<file path="src/rtl/tap_tms_driver.sv">
`default_nettype none
// ============================================================================
// Module   : tap_tms_driver
// Purpose  : JTAG TAP initiator. Drives TMS_Pad so that a downstream
//            IEEE 1149.1 TAP walks the shortest path to a requested stable
//            state, keeps a shadow copy of that TAP's state, and can hold in
//            the target for a programmable number of extra clocks.
// Ports    : GCLK_Pad   - clock (shared with the TAP, rising edge)
//            TRSTN_Pad  - asynchronous active-low reset
//            req_valid / req_ready / req_state / req_hold - navigation request
//            soft_rst   - force five TMS=1 clocks (Test-Logic-Reset)
//            TMS_Pad    - registered TMS to the TAP
//            cur_state  - shadow TAP state (IEEE encoding)
//            done / err - one-cycle completion / rejection pulses
//            obs_state  - observed TAP state (checker build only)
//            mismatch   - sticky shadow/TAP disagreement (checker build only)
// Config   : define TAP_DRV_CHECK_EN to enable the obs_state checker.
// Revision : 1.0 - initial release
// ============================================================================
module tap_tms_driver #(
  parameter int CNT_W = 8
) (
  input  logic             GCLK_Pad,
  input  logic             TRSTN_Pad,
  input  logic             req_valid,
  output logic             req_ready,
  input  logic [3:0]       req_state,
  input  logic [CNT_W-1:0] req_hold,
  input  logic             soft_rst,
  output logic             TMS_Pad,
  output logic [3:0]       cur_state,
  output logic             done,
  output logic             err,
  input  logic [3:0]       obs_state,
  output logic             mismatch
);

  localparam logic [1:0] c_ST_IDLE = 2'd0;
  localparam logic [1:0] c_ST_MOVE = 2'd1;
  localparam logic [1:0] c_ST_HOLD = 2'd2;
  localparam logic [1:0] c_ST_SRST = 2'd3;

  localparam logic [3:0] c_TLR = 4'hF;

  localparam logic [CNT_W-1:0] c_CNT_ONE  = CNT_W'(1);
  // Five TMS=1 clocks: the counter is loaded with 4 and done fires at 0.
  localparam logic [CNT_W-1:0] c_SRST_CNT = CNT_W'(4);

  // IEEE 1149.1 TAP state transition.
  function automatic logic [3:0] tap_next(input logic [3:0] s, input logic tms);
    logic [3:0] n;
    case (s)
      4'hF:    n = tms ? 4'hF : 4'hC;
      4'hC:    n = tms ? 4'h7 : 4'hC;
      4'h7:    n = tms ? 4'h4 : 4'h6;
      4'h6:    n = tms ? 4'h1 : 4'h2;
      4'h2:    n = tms ? 4'h1 : 4'h2;
      4'h1:    n = tms ? 4'h5 : 4'h3;
      4'h3:    n = tms ? 4'h0 : 4'h3;
      4'h0:    n = tms ? 4'h5 : 4'h2;
      4'h5:    n = tms ? 4'h7 : 4'hC;
      4'h4:    n = tms ? 4'hF : 4'hE;
      4'hE:    n = tms ? 4'h9 : 4'hA;
      4'hA:    n = tms ? 4'h9 : 4'hA;
      4'h9:    n = tms ? 4'hD : 4'hB;
      4'hB:    n = tms ? 4'h8 : 4'hB;
      4'h8:    n = tms ? 4'hD : 4'hA;
      default: n = tms ? 4'h7 : 4'hC; // 4'hD, Update-IR
    endcase
    return n;
  endfunction

  // Set of states reachable in at most one more step.
  function automatic logic [15:0] tap_expand(input logic [15:0] set);
    logic [15:0] r;
    r = set;
    for (int i = 0; i < 16; i++) begin
      if (set[i]) begin
        r[tap_next(4'(i), 1'b0)] = 1'b1;
        r[tap_next(4'(i), 1'b1)] = 1'b1;
      end
    end
    return r;
  endfunction

  // Shortest distance from s to t; no pair in the TAP graph is more than
  // seven steps apart, so eight frontier expansions are enough.
  function automatic logic [3:0] tap_dist(input logic [3:0] s, input logic [3:0] t);
    logic [15:0] reach;
    logic [3:0]  d;
    reach = 16'd1 << s;
    d     = 4'd15;
    for (int k = 0; k < 8; k++) begin
      if (reach[t] && (d == 4'd15)) d = 4'(k);
      reach = tap_expand(reach);
    end
    return d;
  endfunction

  function automatic logic is_stable(input logic [3:0] s);
    return (s == 4'hF) || (s == 4'hC) || (s == 4'h2) ||
           (s == 4'h3) || (s == 4'hA) || (s == 4'hB);
  endfunction

  logic [1:0]       r_state, w_state_nxt;
  logic             r_tms, w_tms_nxt;
  logic [3:0]       r_cur, w_cur_nxt;
  logic [3:0]       r_target, w_target_nxt;
  logic [CNT_W-1:0] r_hold, w_hold_nxt;
  logic [CNT_W-1:0] r_cnt, w_cnt_nxt;
  logic             r_done, w_done_nxt;
  logic             r_err, w_err_nxt;
  logic             r_ready;

  logic             w_srst_acc, w_req_acc;
  logic [3:0]       w_adv;
  logic [3:0]       w_src, w_dst;
  logic [3:0]       w_d0, w_d1;
  logic             w_path_bit;

  // r_ready is only ever high in IDLE, so it doubles as the idle qualifier.
  assign w_srst_acc = r_ready && soft_rst;
  assign w_req_acc  = r_ready && req_valid && !soft_rst;

  // What the TAP moves to on the coming edge, given the TMS it is sampling.
  assign w_adv = tap_next(r_cur, r_tms);

  // The next path bit is planned from the state the TAP will be in when it
  // samples that bit: current shadow when leaving IDLE, advanced shadow in MOVE.
  assign w_src = (r_state == c_ST_MOVE) ? w_adv    : r_cur;
  assign w_dst = (r_state == c_ST_MOVE) ? r_target : req_state;
  assign w_d0  = tap_dist(tap_next(w_src, 1'b0), w_dst);
  assign w_d1  = tap_dist(tap_next(w_src, 1'b1), w_dst);
  // Ties resolve to TMS=0.
  assign w_path_bit = (w_d1 < w_d0);

  // State register
  always_ff @(posedge GCLK_Pad or negedge TRSTN_Pad) begin
    if (!TRSTN_Pad) r_state <= c_ST_IDLE;
    else            r_state <= w_state_nxt;
  end

  // Next-state logic
  always_comb begin
    w_state_nxt = r_state;
    case (r_state)
      c_ST_IDLE: begin
        if (w_srst_acc) begin
          w_state_nxt = c_ST_SRST;
        end else if (w_req_acc && is_stable(req_state)) begin
          w_state_nxt = (req_state == r_cur) ? c_ST_HOLD : c_ST_MOVE;
        end
      end
      c_ST_MOVE: if (w_adv == r_target) w_state_nxt = c_ST_HOLD;
      c_ST_HOLD: if (r_cnt == '0)       w_state_nxt = c_ST_IDLE;
      default:   if (r_cnt == '0)       w_state_nxt = c_ST_IDLE;
    endcase
  end

  // Output / datapath next values
  always_comb begin
    w_tms_nxt    = r_tms;
    w_cur_nxt    = r_cur;
    w_target_nxt = r_target;
    w_hold_nxt   = r_hold;
    w_cnt_nxt    = r_cnt;
    w_done_nxt   = 1'b0;
    w_err_nxt    = 1'b0;

    if (r_state != c_ST_IDLE) w_cur_nxt = w_adv;

    case (r_state)
      c_ST_IDLE: begin
        // Parked: TMS=1 keeps TLR, TMS=0 keeps every other stable state.
        w_tms_nxt = (r_cur == c_TLR);
        if (w_srst_acc) begin
          w_tms_nxt = 1'b1;
          w_cnt_nxt = c_SRST_CNT;
        end else if (w_req_acc) begin
          w_target_nxt = req_state;
          w_hold_nxt   = req_hold;
          if (!is_stable(req_state)) begin
            w_err_nxt = 1'b1;
          end else if (req_state == r_cur) begin
            w_cnt_nxt = req_hold;
            w_tms_nxt = (req_state == c_TLR);
          end else begin
            w_tms_nxt = w_path_bit;
          end
        end
      end
      c_ST_MOVE: begin
        if (w_adv == r_target) begin
          w_cnt_nxt = r_hold;
          w_tms_nxt = (r_target == c_TLR);
        end else begin
          w_tms_nxt = w_path_bit;
        end
      end
      c_ST_HOLD: begin
        if (r_cnt == '0) w_done_nxt = 1'b1;
        else             w_cnt_nxt  = r_cnt - c_CNT_ONE;
      end
      default: begin
        w_tms_nxt = 1'b1;
        if (r_cnt == '0) begin
          w_cur_nxt  = c_TLR;
          w_done_nxt = 1'b1;
        end else begin
          w_cnt_nxt = r_cnt - c_CNT_ONE;
        end
      end
    endcase
  end

  always_ff @(posedge GCLK_Pad or negedge TRSTN_Pad) begin
    if (!TRSTN_Pad) begin
      r_tms    <= 1'b1;
      r_cur    <= c_TLR;
      r_target <= c_TLR;
      r_hold   <= '0;
      r_cnt    <= '0;
      r_done   <= 1'b0;
      r_err    <= 1'b0;
      r_ready  <= 1'b0;
    end else begin
      r_tms    <= w_tms_nxt;
      r_cur    <= w_cur_nxt;
      r_target <= w_target_nxt;
      r_hold   <= w_hold_nxt;
      r_cnt    <= w_cnt_nxt;
      r_done   <= w_done_nxt;
      r_err    <= w_err_nxt;
      r_ready  <= (w_state_nxt == c_ST_IDLE);
    end
  end

  assign TMS_Pad   = r_tms;
  assign cur_state = r_cur;
  assign done      = r_done;
  assign err       = r_err;
  assign req_ready = r_ready;

`ifdef TAP_DRV_CHECK_EN
  // The observed TAP state trails the shadow by one clock.
  logic [3:0] r_cur_d;
  logic       r_mismatch;

  always_ff @(posedge GCLK_Pad or negedge TRSTN_Pad) begin
    if (!TRSTN_Pad) begin
      r_cur_d    <= c_TLR;
      r_mismatch <= 1'b0;
    end else begin
      r_cur_d <= r_cur;
      if (obs_state != r_cur_d) r_mismatch <= 1'b1;
    end
  end

  assign mismatch = r_mismatch;
`else
  logic w_unused_obs;
  assign w_unused_obs = ^obs_state;
  assign mismatch     = 1'b0;
`endif

endmodule
`default_nettype wire
</file>
<file path="config.mk">
export PLATFORM = sky130hd
export DESIGN_NAME = tap_tms_driver
export DESIGN_NICKNAME = d
export VERILOG_FILES = /design/src/rtl/tap_tms_driver.sv
export SDC_FILE = /design/constraint.sdc
export NUM_CORES = 1
export LEC_CHECK = 0
export ABC_AREA = 1
export CAP_MARGIN = 10
export CORE_MARGIN = 2
export CORE_UTILIZATION = 50
export CTS_CLUSTER_DIAMETER = 40
export CTS_CLUSTER_SIZE = 14
export DETAILED_ROUTE_END_ITERATION = 10
export HOLD_SLACK_MARGIN = 0.15
export MAX_ROUTING_LAYER = met4
export PLACE_DENSITY_LB_ADDON = 0.2
export SYNTH_ARGS = -nofsm -noshare
export SYNTH_HDL_FRONTEND = slang
export SYNTH_SLANG_ARGS = --single-unit
</file>
<file path="constraint.sdc">
create_clock -name GCLK_Pad -period 3.7 [get_ports GCLK_Pad]
set_clock_uncertainty 0.1 [all_clocks]
set_input_delay 0.37 -clock GCLK_Pad [delete_from_list [all_inputs] [get_ports GCLK_Pad]]
set_output_delay 0.37 -clock GCLK_Pad [all_outputs]
set_load 0.03 [all_outputs]
</file>
After elaboration in Yosys (flattened, before gate mapping)
Memory sizes are Yosys's and may differ from the RTL's.
Cells that the tools add are included.
{"block": "word_totals", "register_bits": 30, "in_bits": 20, "out_inout_bits": 9, "romBits": 128, "mem_count": 2, "word_cells": 3545}
{"block": "op_classes", "n_addsub": 1, "n_shift": 2, "reduce_logical": 483, "eq_ne": 42, "bitwise": 449, "magnitude_cmp": 898, "n_mux": 1659}
{"memory": "(name not given)", "depth": 16, "word_bits": 4, "read_ports": 1, "rd_ports_with_merged_regs": 0, "write_ports": 0, "line_no": "52", "text": "case (s)"}
{"memory": "(name not given)", "depth": 16, "word_bits": 4, "read_ports": 1, "rd_ports_with_merged_regs": 0, "write_ports": 0, "line_no": "52"}
{"operator": "16-bit bitwise OR", "count": 448}
{"operator": "16-bit 2-to-1 mux", "count": 224}
{"operator": "4-bit by 5-bit < comparator with 1-bit output, second input constant", "count": 449}
{"operator": "4-bit 2-to-1 mux", "count": 470}
{"operator": "1-bit demux with 4-bit select", "count": 448}
{"operator": "4-bit by 1-bit >= comparator with 1-bit output, second input constant", "count": 448}
{"operator": "1-bit 2-to-1 mux", "count": 476}
{"operator": "1-bit logical AND", "count": 466}
{"operator": "4-bit == test, second input constant", "count": 25}
{"operator": "1-bit binary-select mux with 4-bit select", "count": 16}
{"operator": "8-bit 2-to-1 mux", "count": 6}
{"operator": "4-bit one-hot mux with 11 select lines", "count": 1}
{"operator": "1-bit by 4-bit left shift with 16-bit output, first input constant", "count": 2}
{"operator": "2-bit 2-to-1 mux", "count": 11}
{"operator": "4-bit by 2-bit == test with 1-bit output, second input constant", "count": 4}
{"operator": "8-bit one-hot mux with 2 select lines", "count": 1}
{"operator": "4-bit by 3-bit == test with 1-bit output, second input constant", "count": 3}
{"operator": "3-bit 2-to-1 mux", "count": 4}
{"operator": "3-bit inequality test, second input constant", "count": 3}
{"operator": "4-bit == test", "count": 2}
{"operator": "8-bit logical NOT", "count": 1}
{"operator": "8-bit by 1-bit subtractor with 8-bit output, second input constant", "count": 1}
{"operator": "2-bit OR reduction", "count": 3}
{"operator": "1-bit logical OR", "count": 5}
{"operator": "other kinds (16)", "count": 17}

Depth between registers and ports, before layout
An unclocked memory read counts as a cell.
{"block": "logic_depth", "word_depth": 387, "mapped_depth": 28, "ltp_nobuf": 27}

Least setup slack after synthesis
OpenSTA, ideal clock, no wires.
{"block": "synth_path", "path_type": "register to register", "startpoint": "register r_cur[2], in the netlist cur_state[2]", "endpoint": "register r_tms, in the netlist TMS_Pad", "arrival_time_ps": 2890, "path_buffers": 1, "setup_time_ps": 68, "slack_ps": 642, "period_less_slack_ps": 3058, "stages_incl_launch_ff": 28, "cell_sequence": "dfstp_2 -> buf_2 -> inv_1 -> nand2_1 -> nand2_1 -> nand2_1 -> nand2_1 -> nand3_1 -> nand3_2 -> nand2_2 -> nand2_1 -> nor2_2 -> nand2_1 -> nand2_1 -> nor2_1 -> nor2_1 -> nand2_1 -> nand3_1 -> nand2_1 -> nand3_1 -> nand2_1 -> nor2_1 -> ha_1 -> nand2_1 -> nand2_1 -> nand2_1 -> nand2_1 -> a21oi_2"}
{"block": "synth_via", "elab_chain_len": 352}
{"item": "start: declaration", "line_no": "107", "text": "logic [3:0] r_cur, w_cur_nxt;"}
{"item": "start signal: assignment", "line_no": "219", "text": "r_cur <= c_TLR;"}
{"item": "start signal: assignment", "line_no": "228", "text": "r_cur <= w_cur_nxt;"}
{"item": "4-bit == test (tied with other cells)", "line_no": "52"}
{"item": "2-bit OR reduction (no source line)"}
{"item": "4-bit one-hot mux with 11 select lines", "line_no": "52"}
{"item": "4-bit 2-to-1 mux", "line_no": "130", "text": "assign w_src = (r_state == c_ST_MOVE) ? w_adv : r_cur;"}
{"item": "memory read 16 x 4 bit"}
{"item": "1-bit by 4-bit left shift with 16-bit output", "line_no": "91", "text": "reach = 16'd1 << s;"}
{"item": "16-bit bitwise OR (no source line) (2 in series)"}
{"item": "16-bit 2-to-1 mux", "line_no": "78", "text": "if (set[i]) begin"}
{"item": "[... 335 more ...]"}
{"item": "1-bit logical AND", "line_no": "94", "text": "if (reach[t] && (d == 4'd15)) d = 4'(k);"}
{"item": "4-bit 2-to-1 mux", "line_no": "94"}
{"item": "4-bit < comparator", "line_no": "135", "text": "assign w_path_bit = (w_d1 < w_d0);"}
{"item": "1-bit 2-to-1 mux", "line_no": "184", "text": "end else if (req_state == r_cur) begin"}
{"item": "1-bit 2-to-1 mux", "line_no": "182", "text": "if (!is_stable(req_state)) begin"}
{"item": "1-bit 2-to-1 mux", "line_no": "179", "text": "end else if (w_req_acc) begin"}
{"item": "1-bit 2-to-1 mux", "line_no": "176", "text": "if (w_srst_acc) begin"}
{"item": "1-bit one-hot mux with 3 select lines *", "line_no": "172", "text": "case (r_state)"}
{"item": "end signal: assignment", "line_no": "227", "text": "r_tms <= w_tms_nxt;"}
{"item": "end: declaration", "line_no": "106", "text": "logic r_tms, w_tms_nxt;"}
Every way passes the cells marked *; elsewhere a longest branch is shown, timed or not. The select of a mux whose other input is x is not followed.
A chain may end at the register's enable or synchronous reset.

Worst setup path in the final report
Same ends and word-level chain as after synthesis.

==> run_results.csv <==
group,metric,value,unit
place,hpwl,7.70,mm
global_route,grt_pass1_vias,3721,
timing,min_period_over_period,0.930,
setup_path,startpoint_type,"flop",
timing,tightest_slew,0.681,ns
floorplanning,die_area,7630,µm²
timing,fin_hold_ws,0.326,ns
setup_path,path_max_fanout,9,
timing,tns,0,ns
layout,layout.nets,622,
routing,dr_total_vias,3883,
floorplanning,coreArea,6760,µm²
timing,final-max-slew-violation-count,0,
yosys,seq_area_frac_synth,0.219,
yosys,synthCells,571,
routing,wl_per_cell,14.8,µm
global_route,grt_overflow,0,
floorplanning,io_pins,29,
timing,maxSlewHeadroom,0.545,
cts,cts_root_buf,"clkbuf_8",
cts,clkTransAtPathRegs,0.07,ns
cts,clock_sinks,30,
yosys,ys.flop_type,"dfrtp_1",
setup_path,crit_required,3.82,ns
power,max-vdd-ir-drop,0.398,mV
layout,antenna_cells,0,
global_route,grt_antenna_before_repair,0,
floorplanning,die_w,87.4,µm
timing,hold_viol_final,0,
yosys,syn_area_per_cell,6.09,µm²
power,power.density,1010,nW/µm²
yosys,synthArstFlopShare,1.00,
floorplanning,die_h,87.4,µm
place,port_buffers,23,
timing,fmax,0.291,GHz
cts,clock_insertion_delay_worst_skew,0.28,ns
global_route,grt_max_degree,25,
yosys,synth_edf_count,0,
timing,final.min_clock_period,3.44,ns
global_route,grt_pass1_wl,16.8,mm
cts,cts_tree,"done",
layout,layout-drive-gt1-share,0.140,
yosys,synth_seq_cells,30,
yosys,ys_types,47,
routing,dr.pass1.iters,5,
power,power,0.00395,W
routing,drt-total-wl,10.0,mm
layout,nFillCells,713,
cts,cts_hold_buffers,0,
floorplanning,initial_utilization,0.514,
routing,viasPerCell,5.72,
routing,ant_nets,0,
setup_path,path_class,"reg2reg",
power,power_leakage,1.99,nW
cts,cts_buffer_depth,2,
global_route,grt_usage,0.286,
layout,final_common_cell,"nand2_1",
place,globalplace.congestion,1.02,
timing,setup_violations,0,
routing,detail_route.drc_violations,0,
yosys,ys.warnings.count,0,
worst_hold_path,hp-class,"in2async",
floorplanning,rows,30,
run,cap_violations,0,
setup_path,endpoint_kind,"flop",
layout,area_delta_synth_final,12.9,%
routing,drtIter0Drc,318,
layout,final_cell_mix,"163 x nand2_1, 71 x nor2_1, 65 x nand3_1",
cts,numCtsBuffers,5,
setup_path,crit_arrival,3.56,ns
layout,utilization,0.581,
yosys,syn_area,3470,µm²
cts,htreeDepth,2,
status,outcome,"finished clean",
Yosys cell counts, drive strengths merged (3+ instances only):
cell type	number	area [µm²]
nand2	175	712
xor2	5	43.8
dfstp	9	236
dfrtp	21	526
nand4	9	56.3
a221oi	4	35.0
buf	16	106
o211ai	7	52.6
nor2	77	323
a21oi	32	164
inv	65	249
clkbuf	6	22.5
nand3	72	418
a22oi	4	30.0
nor3	6	30.0
o21ai	35	235
o221ai	3	26.3
a31oi	5	31.3
mux2	3	33.8
ha	4	50.1
where the power goes:
group          internal, W  switching (W)
registers         0.000464       0.000122
clock network     0.000129       0.000132
logic              0.00104        0.00207
per-layer routing:
metal / global-route usage / vias to the layer above / wire length, µm
met2: 0.475 / 152 / 4920
li1: - / 1939 / -
met4: 0.0993 / 0 / 280
met3: 0.0360 / 29 / 543
met1: 0.357 / 1763 / 4300
met5: - / - / 0
cell families (layout without fill, tap and decap cells):
logic type	Yosys count	count (layout)	synth area share
multiplexers	3	3	0.00972
buffers and inverters	87	114	0.109
other	1	2	0.00108
AO/OA/AOI/OAI	95	95	0.177
AND/OR/NAND/NOR	344	344	0.452
adder cells (fa/ha/maj)	4	4	0.0144
XOR/XNOR	7	7	0.0176
flip-flops	30	30	0.219
critical path, stage by stage (launching register included):
cell and delay [ns]:
dfstp_2 0.55, buf_4 0.15, nand2_1 0.07, nor2_1 0.13, nand2_1 0.15, nand2_1 0.21
nand2_1 0.10, nand2_1 0.22, nor2_4 0.07, nand2_4 0.13, nand2_1 0.10, nor2_2 0.19
nand3_1 0.10, nand2_1 0.06, nand3_1 0.06, nand2_1 0.06, nand2_1 0.06, nand3_1 0.09
nand2_1 0.06, nor2_1 0.13, ha_1 0.24, nand2_1 0.06, nand2_1 0.05, nand2_1 0.06
nand2_1 0.07, a21oi_2 0.12
repair_timing:
item	4_1_cts	5_1_grt
endpoints found under the setup margin	0	1
resized for setup	0	3
setup buffers	0	3
endpoints found under the hold margin	0	0
path summary, 6_finish.rpt:
check,startpoint,endpoint,slack [ns],cells past startpoint
max in group asynchronous,TRSTN_Pad,r_target[3]$_DFFE_PN1P_,2.43,3
setup reg to reg,cur_state[2]$_DFF_PN1_,TMS_Pad$_DFFE_PN1P_,0.26,25
hold reg to reg,r_hold[5]$_DFFE_PN0P_,r_hold[5]$_DFFE_PN0P_,0.40,2
setup / recovery,cur_state[2]$_DFF_PN1_,TMS_Pad$_DFFE_PN1P_,0.26,25
hold / removal,TRSTN_Pad,r_cnt[4]$_DFFE_PN0P_,0.33,1
min in group GCLK_Pad,r_hold[5]$_DFFE_PN0P_,r_hold[5]$_DFFE_PN0P_,0.40,2
area by class of cell:
class                      instances  area (µm²)  area share
clock inverter                     3        16.3     0.00415
multi-input combinational        455        2350       0.600
timing repair buffer              41         373      0.0951
inverter                          65         249      0.0635
sequential                        30         762       0.194
tap                               80         100      0.0255
clock buffer                       5        68.8      0.0175
metrics by stage:
stage / setup slack [ns] / cell area, µm² / instances
2_1_floorplan: 0.642 / 3480 / 572
6_report: 0.260 / 3920 / 679
5_1_grt: -0.0459 / 3920 / 679
3_3_place_gp: 0.343 / 3780 / 667
4_1_cts: 0.216 / 3870 / 675
3_5_place_dp: 0.234 / 3780 / 667
sequential cells by signal, indices dropped and copies added, names as in the netlist:
signal / cells
req_ready: 1
r_state: 2
r_hold: 8
TMS_Pad: 1
err: 1
r_cnt: 8
done: 1
cur_state: 4
r_target: 4
No activity file was read; power rests on OpenSTA's default activity.
